<file path="src/rtl/sound_glu_if.sv">
// CPU-side sound register bus ($C03C-$C03F) between the bus decoder and sound_glu.
// Latency: cpu_dout is a combinational function of cpu_addr and the register state.
// Backpressure: none on the bus; the CPU polls CTL bit7 (busy) before issuing DATA accesses.
interface sound_glu_if;
    logic       cpu_sel;
    logic [1:0] cpu_addr;
    logic       cpu_we;
    logic [7:0] cpu_din;
    logic [7:0] cpu_dout;

    // CPU / bus-decoder side
    modport master (
        output cpu_sel,
        output cpu_addr,
        output cpu_we,
        output cpu_din,
        input  cpu_dout
    );

    // sound_glu side
    modport slave (
        input  cpu_sel,
        input  cpu_addr,
        input  cpu_we,
        input  cpu_din,
        output cpu_dout
    );
endinterface

</file>
<file path="src/rtl/sound_glu.sv">
// Host front end for the ES5503: CTL/DATA/ADRL/ADRH registers, DOC register and sound-RAM access sequencing.
// Latency: RAM access 2 cycles (3 on a DOC RAM-slot collision); DOC access 2 cycles plus 0-1 cycles waiting for clk_7M_en.
// Backpressure: busy (CTL bit7) is set while an access is in flight; DATA accesses and ADRL/ADRH writes are dropped meanwhile.
// Optional feature: define SOUND_GLU_AUTOINC_EN to make CTL bit5 post-increment the access pointer.
module sound_glu (
    input  logic              CLK_14M,
    input  logic              reset_n,
    input  logic              clk_7M_en,
    sound_glu_if.slave        cpu,
    output logic              doc_wr,
    output logic              doc_host_en,
    output logic [7:0]        doc_reg_addr,
    output logic [7:0]        doc_wdata,
    input  logic [7:0]        doc_rdata,
    input  logic              doc_osc_en,
    input  logic [15:0]       doc_ram_addr,
    output logic [15:0]       ram_addr,
    output logic              ram_we,
    output logic [7:0]        ram_wdata,
    input  logic [7:0]        ram_rdata,
    output logic [3:0]        volume
);

    typedef enum logic [2:0] {
        ST_IDLE,
        ST_DOC_WAIT,
        ST_DOC_ACC,
        ST_DOC_CAP,
        ST_RAM_ACC,
        ST_RAM_CAP
    } state_t;

    localparam logic [1:0] REG_CTL  = 2'd0;
    localparam logic [1:0] REG_DATA = 2'd1;
    localparam logic [1:0] REG_ADRL = 2'd2;
    localparam logic [1:0] REG_ADRH = 2'd3;

    state_t      state;
    state_t      state_nxt;

    logic        ctl_target;     // 1 = sound RAM, 0 = DOC registers
    logic        ctl_autoinc;
    logic [3:0]  ctl_vol;
    logic [15:0] ptr;
    logic [7:0]  dlatch;
    logic        acc_wr;         // direction of the access in flight

    logic        busy;
    logic        data_acc;
    logic        launch;
    logic        ctl_wr;
    logic        adrl_wr;
    logic        adrh_wr;
    logic        complete;
    logic        unused_din;

    // CTL bits 7 and 4 have no storage; their write data is deliberately dropped.
    assign unused_din = ^{cpu.cpu_din[7], cpu.cpu_din[4]};

    assign busy     = (state != ST_IDLE);
    assign data_acc = cpu.cpu_sel && (cpu.cpu_addr == REG_DATA);
    assign launch   = data_acc && !busy;
    assign ctl_wr   = cpu.cpu_sel && cpu.cpu_we && (cpu.cpu_addr == REG_CTL);
    assign adrl_wr  = cpu.cpu_sel && cpu.cpu_we && (cpu.cpu_addr == REG_ADRL) && !busy;
    assign adrh_wr  = cpu.cpu_sel && cpu.cpu_we && (cpu.cpu_addr == REG_ADRH) && !busy;
    assign complete = (state == ST_DOC_CAP) || (state == ST_RAM_CAP);

    // State register; reset aborts any access in flight.
    always_ff @(posedge CLK_14M) begin
        if (!reset_n) begin
            state <= ST_IDLE;
        end else begin
            state <= state_nxt;
        end
    end

    // Next-state and access strobes. A DOC launch that already coincides with a
    // 7 MHz enable goes straight to DOC_ACC; otherwise it parks in DOC_WAIT.
    always_comb begin
        state_nxt   = state;
        doc_host_en = 1'b0;
        doc_wr      = 1'b0;
        ram_we      = 1'b0;
        case (state)
            ST_IDLE: begin
                if (launch) begin
                    if (ctl_target) begin
                        state_nxt = ST_RAM_ACC;
                    end else if (clk_7M_en) begin
                        state_nxt = ST_DOC_ACC;
                    end else begin
                        state_nxt = ST_DOC_WAIT;
                    end
                end
            end
            ST_DOC_WAIT: begin
                if (clk_7M_en) begin
                    state_nxt = ST_DOC_ACC;
                end
            end
            ST_DOC_ACC: begin
                // Single-cycle host strobe: an OIR read must pop exactly one IRQ.
                doc_host_en = 1'b1;
                doc_wr      = acc_wr;
                state_nxt   = ST_DOC_CAP;
            end
            ST_DOC_CAP: begin
                state_nxt = ST_IDLE;
            end
            ST_RAM_ACC: begin
                // The DOC owns the RAM port during its oscillator slot; retry next cycle.
                if (!doc_osc_en) begin
                    ram_we    = acc_wr;
                    state_nxt = ST_RAM_CAP;
                end
            end
            ST_RAM_CAP: begin
                state_nxt = ST_IDLE;
            end
            default: begin
                state_nxt = ST_IDLE;
            end
        endcase
    end

    // Register file, access pointer and data latch.
    always_ff @(posedge CLK_14M) begin
        if (!reset_n) begin
            ctl_target  <= 1'b0;
            ctl_autoinc <= 1'b0;
            ctl_vol     <= 4'd0;
            ptr         <= 16'd0;
            dlatch      <= 8'd0;
            acc_wr      <= 1'b0;
        end else begin
            if (ctl_wr) begin
                ctl_vol <= cpu.cpu_din[3:0];
                // Mode bits are frozen while an access is in flight.
                if (!busy) begin
                    ctl_target  <= cpu.cpu_din[6];
                    ctl_autoinc <= cpu.cpu_din[5];
                end
            end
            if (adrl_wr) begin
                ptr[7:0] <= cpu.cpu_din;
            end
            if (adrh_wr) begin
                ptr[15:8] <= cpu.cpu_din;
            end
            if (launch) begin
                acc_wr <= cpu.cpu_we;
                if (cpu.cpu_we) begin
                    dlatch <= cpu.cpu_din;
                end
            end
            // Reads deliver their result one access late through dlatch.
            if ((state == ST_DOC_CAP) && !acc_wr) begin
                dlatch <= doc_rdata;
            end
            if ((state == ST_RAM_CAP) && !acc_wr) begin
                dlatch <= ram_rdata;
            end
`ifdef SOUND_GLU_AUTOINC_EN
            // Full 16-bit post-increment in both modes; FFFF wraps to 0000.
            if (complete && ctl_autoinc) begin
                ptr <= ptr + 16'd1;
            end
`endif
        end
    end

    // CPU read mux; CTL bit7 shows busy combinationally.
    always_comb begin
        cpu.cpu_dout = 8'h00;
        case (cpu.cpu_addr)
            REG_CTL:  cpu.cpu_dout = {busy, ctl_target, ctl_autoinc, 1'b0, ctl_vol};
            REG_DATA: cpu.cpu_dout = dlatch;
            REG_ADRL: cpu.cpu_dout = ptr[7:0];
            REG_ADRH: cpu.cpu_dout = ptr[15:8];
            default:  cpu.cpu_dout = 8'h00;
        endcase
    end

    // Sound RAM address: the DOC keeps the port except for the host's granted RAM_ACC cycle.
    always_comb begin
        ram_addr = doc_ram_addr;
        if ((state == ST_RAM_ACC) && !doc_osc_en) begin
            ram_addr = ptr;
        end
    end

    // ptr and dlatch cannot change during an access, so these are stable for the strobe.
    assign doc_reg_addr = ptr[7:0];
    assign doc_wdata    = dlatch;
    assign ram_wdata    = dlatch;
    assign volume       = ctl_vol;

endmodule

</file>
<file path="src/flat_wrapper.sv">
// flat-port wrapper written by rule: the top's interface ports become plain ports
module sound_glu_flat 
  (CLK_14M, reset_n, clk_7M_en, doc_wr, doc_host_en, doc_reg_addr, doc_wdata, doc_rdata, doc_osc_en, doc_ram_addr, ram_addr, ram_we, ram_wdata, ram_rdata, volume, cpu_cpu_sel, cpu_cpu_addr, cpu_cpu_we, cpu_cpu_din, cpu_cpu_dout);
  sound_glu_if cpu_i ();
  input  logic CLK_14M;
  input  logic reset_n;
  input  logic clk_7M_en;
  output logic doc_wr;
  output logic doc_host_en;
  output logic [7:0] doc_reg_addr;
  output logic [7:0] doc_wdata;
  input  logic [7:0] doc_rdata;
  input  logic doc_osc_en;
  input  logic [15:0] doc_ram_addr;
  output logic [15:0] ram_addr;
  output logic ram_we;
  output logic [7:0] ram_wdata;
  input  logic [7:0] ram_rdata;
  output logic [3:0] volume;
  input wire logic [$bits(cpu_i.cpu_sel)-1:0] cpu_cpu_sel;
  input wire logic [$bits(cpu_i.cpu_addr)-1:0] cpu_cpu_addr;
  input wire logic [$bits(cpu_i.cpu_we)-1:0] cpu_cpu_we;
  input wire logic [$bits(cpu_i.cpu_din)-1:0] cpu_cpu_din;
  output wire logic [$bits(cpu_i.cpu_dout)-1:0] cpu_cpu_dout;
  assign cpu_i.cpu_sel = cpu_cpu_sel;
  assign cpu_i.cpu_addr = cpu_cpu_addr;
  assign cpu_i.cpu_we = cpu_cpu_we;
  assign cpu_i.cpu_din = cpu_cpu_din;
  assign cpu_cpu_dout = cpu_i.cpu_dout;
  sound_glu u_core (.CLK_14M(CLK_14M), .reset_n(reset_n), .clk_7M_en(clk_7M_en), .cpu(cpu_i), .doc_wr(doc_wr), .doc_host_en(doc_host_en), .doc_reg_addr(doc_reg_addr), .doc_wdata(doc_wdata), .doc_rdata(doc_rdata), .doc_osc_en(doc_osc_en), .doc_ram_addr(doc_ram_addr), .ram_addr(ram_addr), .ram_we(ram_we), .ram_wdata(ram_wdata), .ram_rdata(ram_rdata), .volume(volume));
endmodule
</file>
<file path="config.mk">
export PLATFORM = sky130hd
export DESIGN_NAME = sound_glu_flat
export DESIGN_NICKNAME = d
export VERILOG_FILES = /design/src/rtl/sound_glu_if.sv /design/src/rtl/sound_glu.sv /design/src/flat_wrapper.sv
export SDC_FILE = /design/constraint.sdc
export NUM_CORES = 1
export LEC_CHECK = 0
export ABC_AREA = 1
export CAP_MARGIN = 20
export CORE_MARGIN = 5
export CORE_UTILIZATION = 38
export CTS_BUF_LIST = sky130_fd_sc_hd__clkbuf_8
export DETAILED_ROUTE_END_ITERATION = 10
export PLACE_DENSITY = 0.77
export SKIP_CTS_REPAIR_TIMING = 1
export SLEW_MARGIN = 25
export SYNTH_ARGS = -nofsm -noshare
export SYNTH_HDL_FRONTEND = slang
export SYNTH_SLANG_ARGS = --single-unit
</file>
<file path="constraint.sdc">
create_clock -name CLK_14M -period 3.4 [get_ports CLK_14M]
set_clock_uncertainty 0.1 [all_clocks]
set_input_delay 0.68 -clock CLK_14M [delete_from_list [all_inputs] [get_ports CLK_14M]]
set_output_delay 0.68 -clock CLK_14M [all_outputs]
set_load 0.01 [all_outputs]
</file>
* Word-level counts from Yosys, hierarchy flattened
Cells that the tools add are included.
Storage, ports and cells: register bits after elaboration 34, bits in latches 0, RAM bits 0, ROM bits 0, input bits 48, output and inout port bits 55, memories 0
Operators by class: add/sub/neg operators 0, multipliers 0, divide/modulo/power cells 0, $lt $le $gt $ge 0, equal/unequal tests 11, shifts and indexed selects 0, multiplexer cells 16, bitwise logic cells 1, reductions and logical operators 22
Operator list (number):
- $mux 8 | 4
- $pmux 8 s4 | 1
- $mux 16 | 1
- $mux 3 | 4
- $pmux 3 s4 | 1
- $logic_and 1x1->1 | 11
- $reduce_bool 3->1 | 3
- $eq 3x2->1 const B | 2
- $eq 3x3->1 const B | 2
- $eq 2x2->1 const B | 2
- $mux 1 | 4
- $ne 2x2->1 const B | 2
- $reduce_and 2->1 | 2
- $eq 3x1->1 const B | 1
- $logic_not 1->1 | 3
- $logic_not 3->1 | 1
- $reduce_and 3->1 | 1
- $eq 2x1->1 const B | 1
- $logic_not 2->1 | 1
- $mux 2 | 1
- $ne 2x1->1 const B | 1
- $not 1->1 | 1

* Longest topological paths before layout
Gate-level depths: netlist of run 1.
word-level depth 6, depth in mapped cells 8

* Worst setup path after synthesis of run 1
No wires, ideal clock.
path type input -> output, start point in doc_osc_en, end point out ram_addr[10], data arrival time 1466 ps, required time 2620 ps, slack 1154 ps, cell stages on the path 3, buffers on the path 1, path through nand3b_2 clkbuf_2 o21ai_0
Between the ends: word-level cells in the longest chain between the ends 3
RTL lines:
- start, declared | line flat_wrapper.sv:13 | input logic doc_osc_en;
- $logic_not 1->1
- $logic_and 1x1->1 | line sound_glu.sv:187 | if ((state == ST_RAM_ACC) && !doc_osc_en) begin
- $mux 16 | line sound_glu.sv:187
- end, declared | line flat_wrapper.sv:15 | output logic [15:0] ram_addr;
Every way passes these cells.

* Worst setup path after layout of run 1
start point in cpu_cpu_addr[1], end point out cpu_cpu_dout[6]
Between the ends: word-level cells in the longest chain between the ends 2, elaborated cells on any way between the ends 5
RTL lines:
- start, declared | line flat_wrapper.sv:21 | input wire logic [$bits(cpu_i.cpu_addr)-1:0] cpu_cpu_addr;
- $eq 2x2->1 (tied with other cells) | line sound_glu.sv:175 | case (cpu.cpu_addr)
- $pmux 8 s4 (*) | line sound_glu.sv:175
- end, declared | line flat_wrapper.sv:24 | output wire logic [$bits(cpu_i.cpu_dout)-1:0] cpu_cpu_dout;
Every way passes the cells marked *; elsewhere a longest branch is shown, timed or not.

==> reports/results.ini, run 1 <==
[outcome]
outcome=finished clean

[drt]
routed_wl_microns=6760
wl_per_cell_microns=13.2
viasPerCell=4.80
firstDrtPassIters=4
drc=0
antenna_left=0
first_iter_violations=150
vias=2455

[worst_setup_path]
worstRegToRegCells=8
cpPeakStageDelay_ps=600
crit_chain=clkdlybuf4s50_1, nand2_2, o22ai_1, a21oi_1, o21ai_0, clkdlybuf4s50_1
path_buf_inv=2
critPathSlowestCell=clkdlybuf4s50_1
cp_top_family=buffers and inverters
crit_top_cell=clkdlybuf4s50_1
startpoint_type=input port
crit_required_ps=2620
rrSetupSlack_ps=1750
rr_endpoint=u_core.doc_wdata[3]
worst_ep_arrival_time_ps=2430
worstSetupEndpointType=output port
crit_fanout=9
critPathKind=in -> out
worstReg2RegStart=u_core.state[2]

[synth]
yosysSeqAreaShare_pct=30.2
yosys-top-cells-area=dfxtp_1 (30%), nand2_1 (12%), nor2_1 (7.7%)
synth.largest_area_cell=dfxtp_1
synthCells=344
synth_area_sq_um=2250
ys_warn_count=0
yosysUniqueCellTypes=29
synth_top_area_share_pct=30.2
synth_area_per_cell_sq_um=6.55
ys_ff_latch=34
syn_nets=392

[sta]
clock.fmax_mhz=311
finalWorstPathRequiredPeriod_ps=3210
max_slew_margin_pct=40.8
fin_setup_tns_ps=0
slew_viol_final=0
rsz0062_at_grt=false
fin_ws_ps=188
worst_slew_pin_slew_ps=885
hold_violations=0
setup_violations=0
post-route-period-util_pct=94.5

[cells_and_area]
final_area_sq_um=3350
layout.nets=483
drive_gt1_share_pct=9.17
regArea_sq_um=681
areaGrowthSynthToFinish_pct=48.6
diodes=0
fillers=560
utilization_pct=57.2
multi_input_area_sq_um=1190
stdcell_count=511

[placed_design]
dpl-instance-area_sq_um=3240
placed_cells=503
dp_slack_ps=227
io_buffers=102
gp_congestion=0.927
place_hpwl_microns=5540

[worst_hold_path]
holdPathStages=2
hold_end=u_core.ptr[11]
hp-start=u_core.ptr[11]
min_path_type=reg -> reg

[floorplanning]
num_rows=28
fp.dieW_microns=87.0
core-area_sq_um=5850
die-area_sq_um=7570
start_util_pct=38.5
die_h_microns=87.0
io_pins=103

[power_and_ir_drop]
power.leakage_nw=1.45
clkPwrFrac_pct=31.9
vdd_ir_drop_max_v=0.000201
seqPwrFrac_pct=39.8
p_comb_share_pct=28.2
intPower_mw=0.795
p_switching_mw=0.315
power.density_nw_per_um2=332
p_sw_share_pct=28.4

[clock_network]
cts_made_buffers=5
clkTransAtPathRegs_ps=70
clock_latency_ps=280
clock_path_buffers=2
clk_root_buffer_cell=clkbuf_8
cts_tree=built
cts_sinks=34
cts_htree_levels=2

[grt]
grt_pass1_wl_microns=11100
grt_antenna_before_repair=0
track_usage_pct=18.1
grt_pass1_vias=2423
grt_max_degree=29
grt_overflow=0

[job]
drv_cap=0

-- Yosys cell counts, drive strengths merged --
master / number
nand2: 80
nor2: 53
inv: 50
o21ai: 36
dfxtp: 34
nand3: 33
buf: 20
a21oi: 17
mux2: 5
o2111ai: 5
clkbuf: 3
o22ai: 2
clkinv: 1
nand3b: 1
nand4: 1
nor3: 1
o211ai: 1
o221ai: 1
-- worst register-to-register path, delay by kind of cell (launching register included) --
kind                   cells  cell delay [ps]
flip-flops                 1              530
AO/OA/AOI/OAI              1               50
AND/OR/NAND/NOR            5              570
buffers and inverters      2              290
-- logic make-up after synthesis --
kind of cell	share of synthesized area, %
simple gates	34.7
compound gates	15.5
mux	2.50
flops	30.2
buf+inv	17.1
-- layout by cell type, fill, tap and decap left out --
| cell | count |
|---|---|
| a21oi_1 | 16 |
| a21oi_4 | 1 |
| buf_12 | 1 |
| buf_4 | 4 |
| bufinv_16 | 1 |
| clkbuf_8 | 5 |
| clkdlybuf4s50_1 | 102 |
| clkinv_8 | 1 |
| dfxtp_1 | 34 |
| inv_1 | 47 |
| inv_2 | 4 |
| inv_4 | 1 |
| mux2_2 | 5 |
| nand2_1 | 72 |
| nand2_2 | 5 |
| nand2_4 | 3 |
| nand3_1 | 32 |
| nand3_4 | 1 |
| nand3b_2 | 1 |
| nand4_1 | 1 |
| nor2_1 | 46 |
| nor2_2 | 1 |
| nor2_4 | 6 |
| nor3_1 | 1 |
| o2111ai_1 | 5 |
| o211ai_1 | 1 |
| o21ai_0 | 34 |
| o21ai_1 | 2 |
| o221ai_1 | 1 |
| o22ai_1 | 2 |
-- routing by layer --
layer	up-vias	part of all wire [%]	track usage [%]	routed length (microns)
met3	11	9.3	3.69	626
li1	1270	-	-	-
met2	105	46	30.5	3090
met1	1069	43	23.2	2940
met4	0	1.6	5.52	105
met5	-	0	0	0
-- metrics by stage --
step | total power [mW] | hold slack, ps
after floorplan | 0.614 | 345
after global placement | 0.761 | 368
after detailed placement | 0.764 | 379
after CTS | 1.12 | 389
after global routing | 1.17 | 411
final | 1.11 | 386
-- flip-flops by register name, summed over array words and instances (netlist names) --
| name | flops |
|---|---|
| u_core.ctl_autoinc | 1 |
| u_core.ctl_target | 1 |
| u_core.acc_wr | 1 |
| u_core.ptr | 16 |
| u_core.state | 3 |
| u_core.doc_wdata | 8 |
| u_core.volume | 4 |
-- final cells by class --
cell class	count	area share, %
Multi-Input combinational cell	236	35.5
Timing Repair Buffer	107	32.0
Clock buffer	5	2.06
Sequential cell	34	20.3
Clock inverter	3	1.12
Inverter	51	6.17
Tap cell	75	2.80
-- worst max-delay path by stage --
stage	start	endpoint	cells after the start	slack [ps]
after floorplan	doc_osc_en	ram_addr[10]	3	1150
after global placement	cpu_cpu_addr[1]	cpu_cpu_dout[7]	6	280
after detailed placement	cpu_cpu_addr[1]	cpu_cpu_dout[6]	6	230
after CTS	cpu_cpu_addr[1]	cpu_cpu_dout[6]	6	210
after global routing	cpu_cpu_addr[1]	cpu_cpu_dout[6]	6	140
final	cpu_cpu_addr[1]	cpu_cpu_dout[6]	6	190
-- power groups by stage --
stage / clock, mW / sequential (mW) / combinational (mW)
6_report: 0.355 / 0.442 / 0.314
5_1_grt: 0.378 / 0.446 / 0.345
4_1_cts: 0.359 / 0.442 / 0.315
3_5_place_dp: 0 / 0.451 / 0.313
3_3_place_gp: 0 / 0.451 / 0.310
2_1_floorplan: 0 / 0.449 / 0.165
No activity file was read; power rests on OpenSTA's default activity.
==> run 2, diff against run 1 <==
--- a/config.mk
+++ b/config.mk
@@ -10,10 +10,12 @@
 export CORE_MARGIN = 5
 export CORE_UTILIZATION = 38
 export CTS_BUF_LIST = sky130_fd_sc_hd__clkbuf_8
+export CTS_CLUSTER_DIAMETER = 30
 export DETAILED_ROUTE_END_ITERATION = 10
+export HOLD_SLACK_MARGIN = 0.02
 export PLACE_DENSITY = 0.77
 export SKIP_CTS_REPAIR_TIMING = 1
-export SLEW_MARGIN = 25
+export SLEW_MARGIN = 10
 export SYNTH_ARGS = -nofsm -noshare
 export SYNTH_HDL_FRONTEND = slang
 export SYNTH_SLANG_ARGS = --single-unit
==> results of run 2 <==
The final DEF is identical to that of run 1; final timing and power are the same.
==> run 3, diff against run 2 <==
--- a/config.mk
+++ b/config.mk
@@ -5,7 +5,7 @@
 export SDC_FILE = /design/constraint.sdc
 export NUM_CORES = 1
 export LEC_CHECK = 0
-export ABC_AREA = 1
+export ABC_AREA = 0
 export CAP_MARGIN = 20
 export CORE_MARGIN = 5
 export CORE_UTILIZATION = 38
@@ -13,7 +13,7 @@
 export CTS_CLUSTER_DIAMETER = 30
 export DETAILED_ROUTE_END_ITERATION = 10
 export HOLD_SLACK_MARGIN = 0.02
-export PLACE_DENSITY = 0.77
+export PLACE_DENSITY = 0.79
 export SKIP_CTS_REPAIR_TIMING = 1
 export SLEW_MARGIN = 10
 export SYNTH_ARGS = -nofsm -noshare
==> reports/results.ini, run 3 <==
[floorplanning]
start_util_pct=38.9  ; +0.45 points
num_rows=27  ; -3.6%
core-area_sq_um=5510  ; -5.9%
fp.dieW_microns=85.1  ; -2.1%
die_h_microns=85.1  ; -2.1%
io_pins=103  ; unchanged
die-area_sq_um=7250  ; -4.2%

[cells_and_area]
layout.nets=341  ; -29%
stdcell_count=366  ; -28%
drive_gt1_share_pct=15.3  ; +6.1 points
fillers=478  ; -15%
largest_reg_flops=16  ; unchanged
layout_commonest_cell=clkdlybuf4s50_1
areaGrowthSynthToFinish_pct=50.3
regMostFlops=u_core.ptr
diodes=0  ; unchanged
final_cell_mix=clkdlybuf4s50_1 (102), dfxtp_1 (34), mux2i_1 (30)

[clock_network]
cts_tree=built
clkTransAtPathRegs_ps=60  ; about the same
cts_sinks=34  ; unchanged
cts_htree_levels=2  ; unchanged
cts_made_buffers=5  ; unchanged
clock_latency_ps=270  ; about the same
clock_path_buffers=2  ; unchanged
clk_root_buffer_cell=clkbuf_8

[placed_design]
dp_slack_ps=134  ; -93.2 ps
placed_cells=358  ; -29%
place_hpwl_microns=4480  ; -19%
gp_congestion=0.784  ; -15%
io_buffers=102  ; unchanged

[synth]
synthArstFlopShare_pct=0  ; unchanged
synth_area_per_cell_sq_um=10.3  ; +57%
syn_nets=256  ; -35%
ys_warn_count=0  ; unchanged
synthCells=208  ; -40%
synth_top_area_share_pct=31.7  ; +1.5 points
synth_area_sq_um=2140  ; -4.8%
ys_ff_latch=34  ; unchanged
synth_enable_flop_cells=0  ; unchanged
yosysMostFrequentCell=dfxtp_1
yosysSeqAreaShare_pct=31.7  ; +1.5 points
synth.largest_area_cell=dfxtp_1
yosys-top-cells-area=dfxtp_1 (32%), mux2i_1 (14%), mux2_2 (8.9%)
yosysUniqueCellTypes=35  ; +21%
synthTopCellsByCount=dfxtp_1 (34), mux2i_1 (30), nor2b_1 (24)
synthFlopType=dfxtp_1

[grt]
grt_overflow=0  ; unchanged
grt_pass1_vias=1881  ; -22%
grt_max_degree=17  ; -41%
grt_pass1_wl_microns=9520  ; -14%
track_usage_pct=16.4  ; -1.7 points
grt_antenna_before_repair=0  ; unchanged

[sta]
hold_violations=0  ; unchanged
max_slew_margin_pct=49.7  ; +8.9 points
fin_ws_ps=129  ; -58.7 ps
finalWorstPathRequiredPeriod_ps=3270  ; +58.7 ps
setup_violations=0  ; unchanged
rsz0062_at_grt=false
fin_setup_tns_ps=0  ; unchanged
post-route-period-util_pct=96.2  ; +1.7 points
slew_viol_final=0  ; unchanged
worst_slew_pin_slew_ps=750  ; -135 ps
clock.fmax_mhz=306  ; -1.8%

[worst_setup_path]
crit_required_ps=2620  ; about the same
startpoint_type=input port
worst_ep_arrival_time_ps=2490  ; +60 ps
crit_start=doc_osc_en
worstReg2RegStart=u_core.state[0]
worstSetupEndpointType=output port
crit_fanout=10  ; +1
critPathKind=in -> out

[outcome]
outcome=finished clean

[worst_hold_path]
hp-start=u_core.ctl_autoinc
min_path_type=reg -> reg

[drt]
vias=1861  ; -24%
drc=0  ; unchanged
viasPerCell=5.08  ; +5.8%
routed_wl_microns=5930  ; -12%
wl_per_cell_microns=16.2  ; +22%
antenna_left=0  ; unchanged
firstDrtPassIters=4  ; unchanged
first_iter_violations=59  ; -61%

[power_and_ir_drop]
power_mw=0.934  ; -16%
vdd_ir_drop_max_v=0.000196  ; -2.5%
power.density_nw_per_um2=290  ; -13%
power.leakage_nw=1.25  ; -14%

[job]
drv_cap=0  ; unchanged

## run 3: cell count changes in the layout (fill, tap and decap cells not counted), sizes merged, moves of 24 or more
cell / before / now
o21ai: 36 / 4
inv: 52 / 2
nand2: 80 / 4
mux2i: 0 / 30
nor2: 53 / 12
nor2b: 0 / 24
nand3: 33 / 2
## run 3: kinds of logic after synthesis
| group | synth area share, % |
|---|---|
| muxes | 30.3 |
| and+or+nand+nor | 19.1 |
| AOI/OAI and AO/OA | 9.34 |
| buffers and inverters | 9.57 |
| DFF | 31.7 |
## run 3: report_power, final
group	total, mW	internal, mW	switching (mW)
Sequential	0.425	0.409	0.0160
Combinational	0.211	0.135	0.0758
Clock	0.297	0.160	0.137
## run 3: critical path, stage by stage
cell and delay [ps]:
clkdlybuf4s50_1 480, nor4b_4 260, buf_4 240, mux2_2 350, clkdlybuf4s50_1 480
## run 3: final cells by class
class / count / area, sq um / area share, %
multi-input cells: 142 / 1260 / 39.1
inverters: 1 / 3.75 / 0.116
clock inverters: 2 / 8.76 / 0.272
well taps: 72 / 90.1 / 2.80
flip-flops and latches: 34 / 681 / 21.1
clock buffers: 6 / 82.6 / 2.56
repair buffers: 109 / 1100 / 34.1
## run 3: path summary, 6_finish.rpt
| kind | endpoint | slack [ps] | cells after the start |
|---|---|---|---|
| worst min-delay path | u_core.ctl_autoinc | 430 | 2 |
| worst min register to register | u_core.ctl_autoinc | 430 | 2 |
| worst max-delay path | ram_addr[10] | 130 | 5 |
| worst max register to register | u_core.doc_wdata[4] | 1260 | 5 |
## run 3: metrics by stage
step / hold slack [ps] / instance area [sq um] / util, %
final: 433 / 3220 / 58.5
after global routing: 463 / 3220 / 58.5
after CTS: 440 / 3220 / 58.5
after detailed placement: 407 / 3130 / 56.9
after global placement: 402 / 3130 / 56.9
after floorplan: 381 / 2140 / -
## run 3: per-layer routing
layer	GRT usage (%)	part of all wire, %	vias up	wire, microns
met4	2.16	0.54	0	32
met3	5.63	7.6	4	452
met5	0	0	-	0
met2	26.7	47	70	2780
met1	21.6	45	882	2670
li1	-	-	905	-
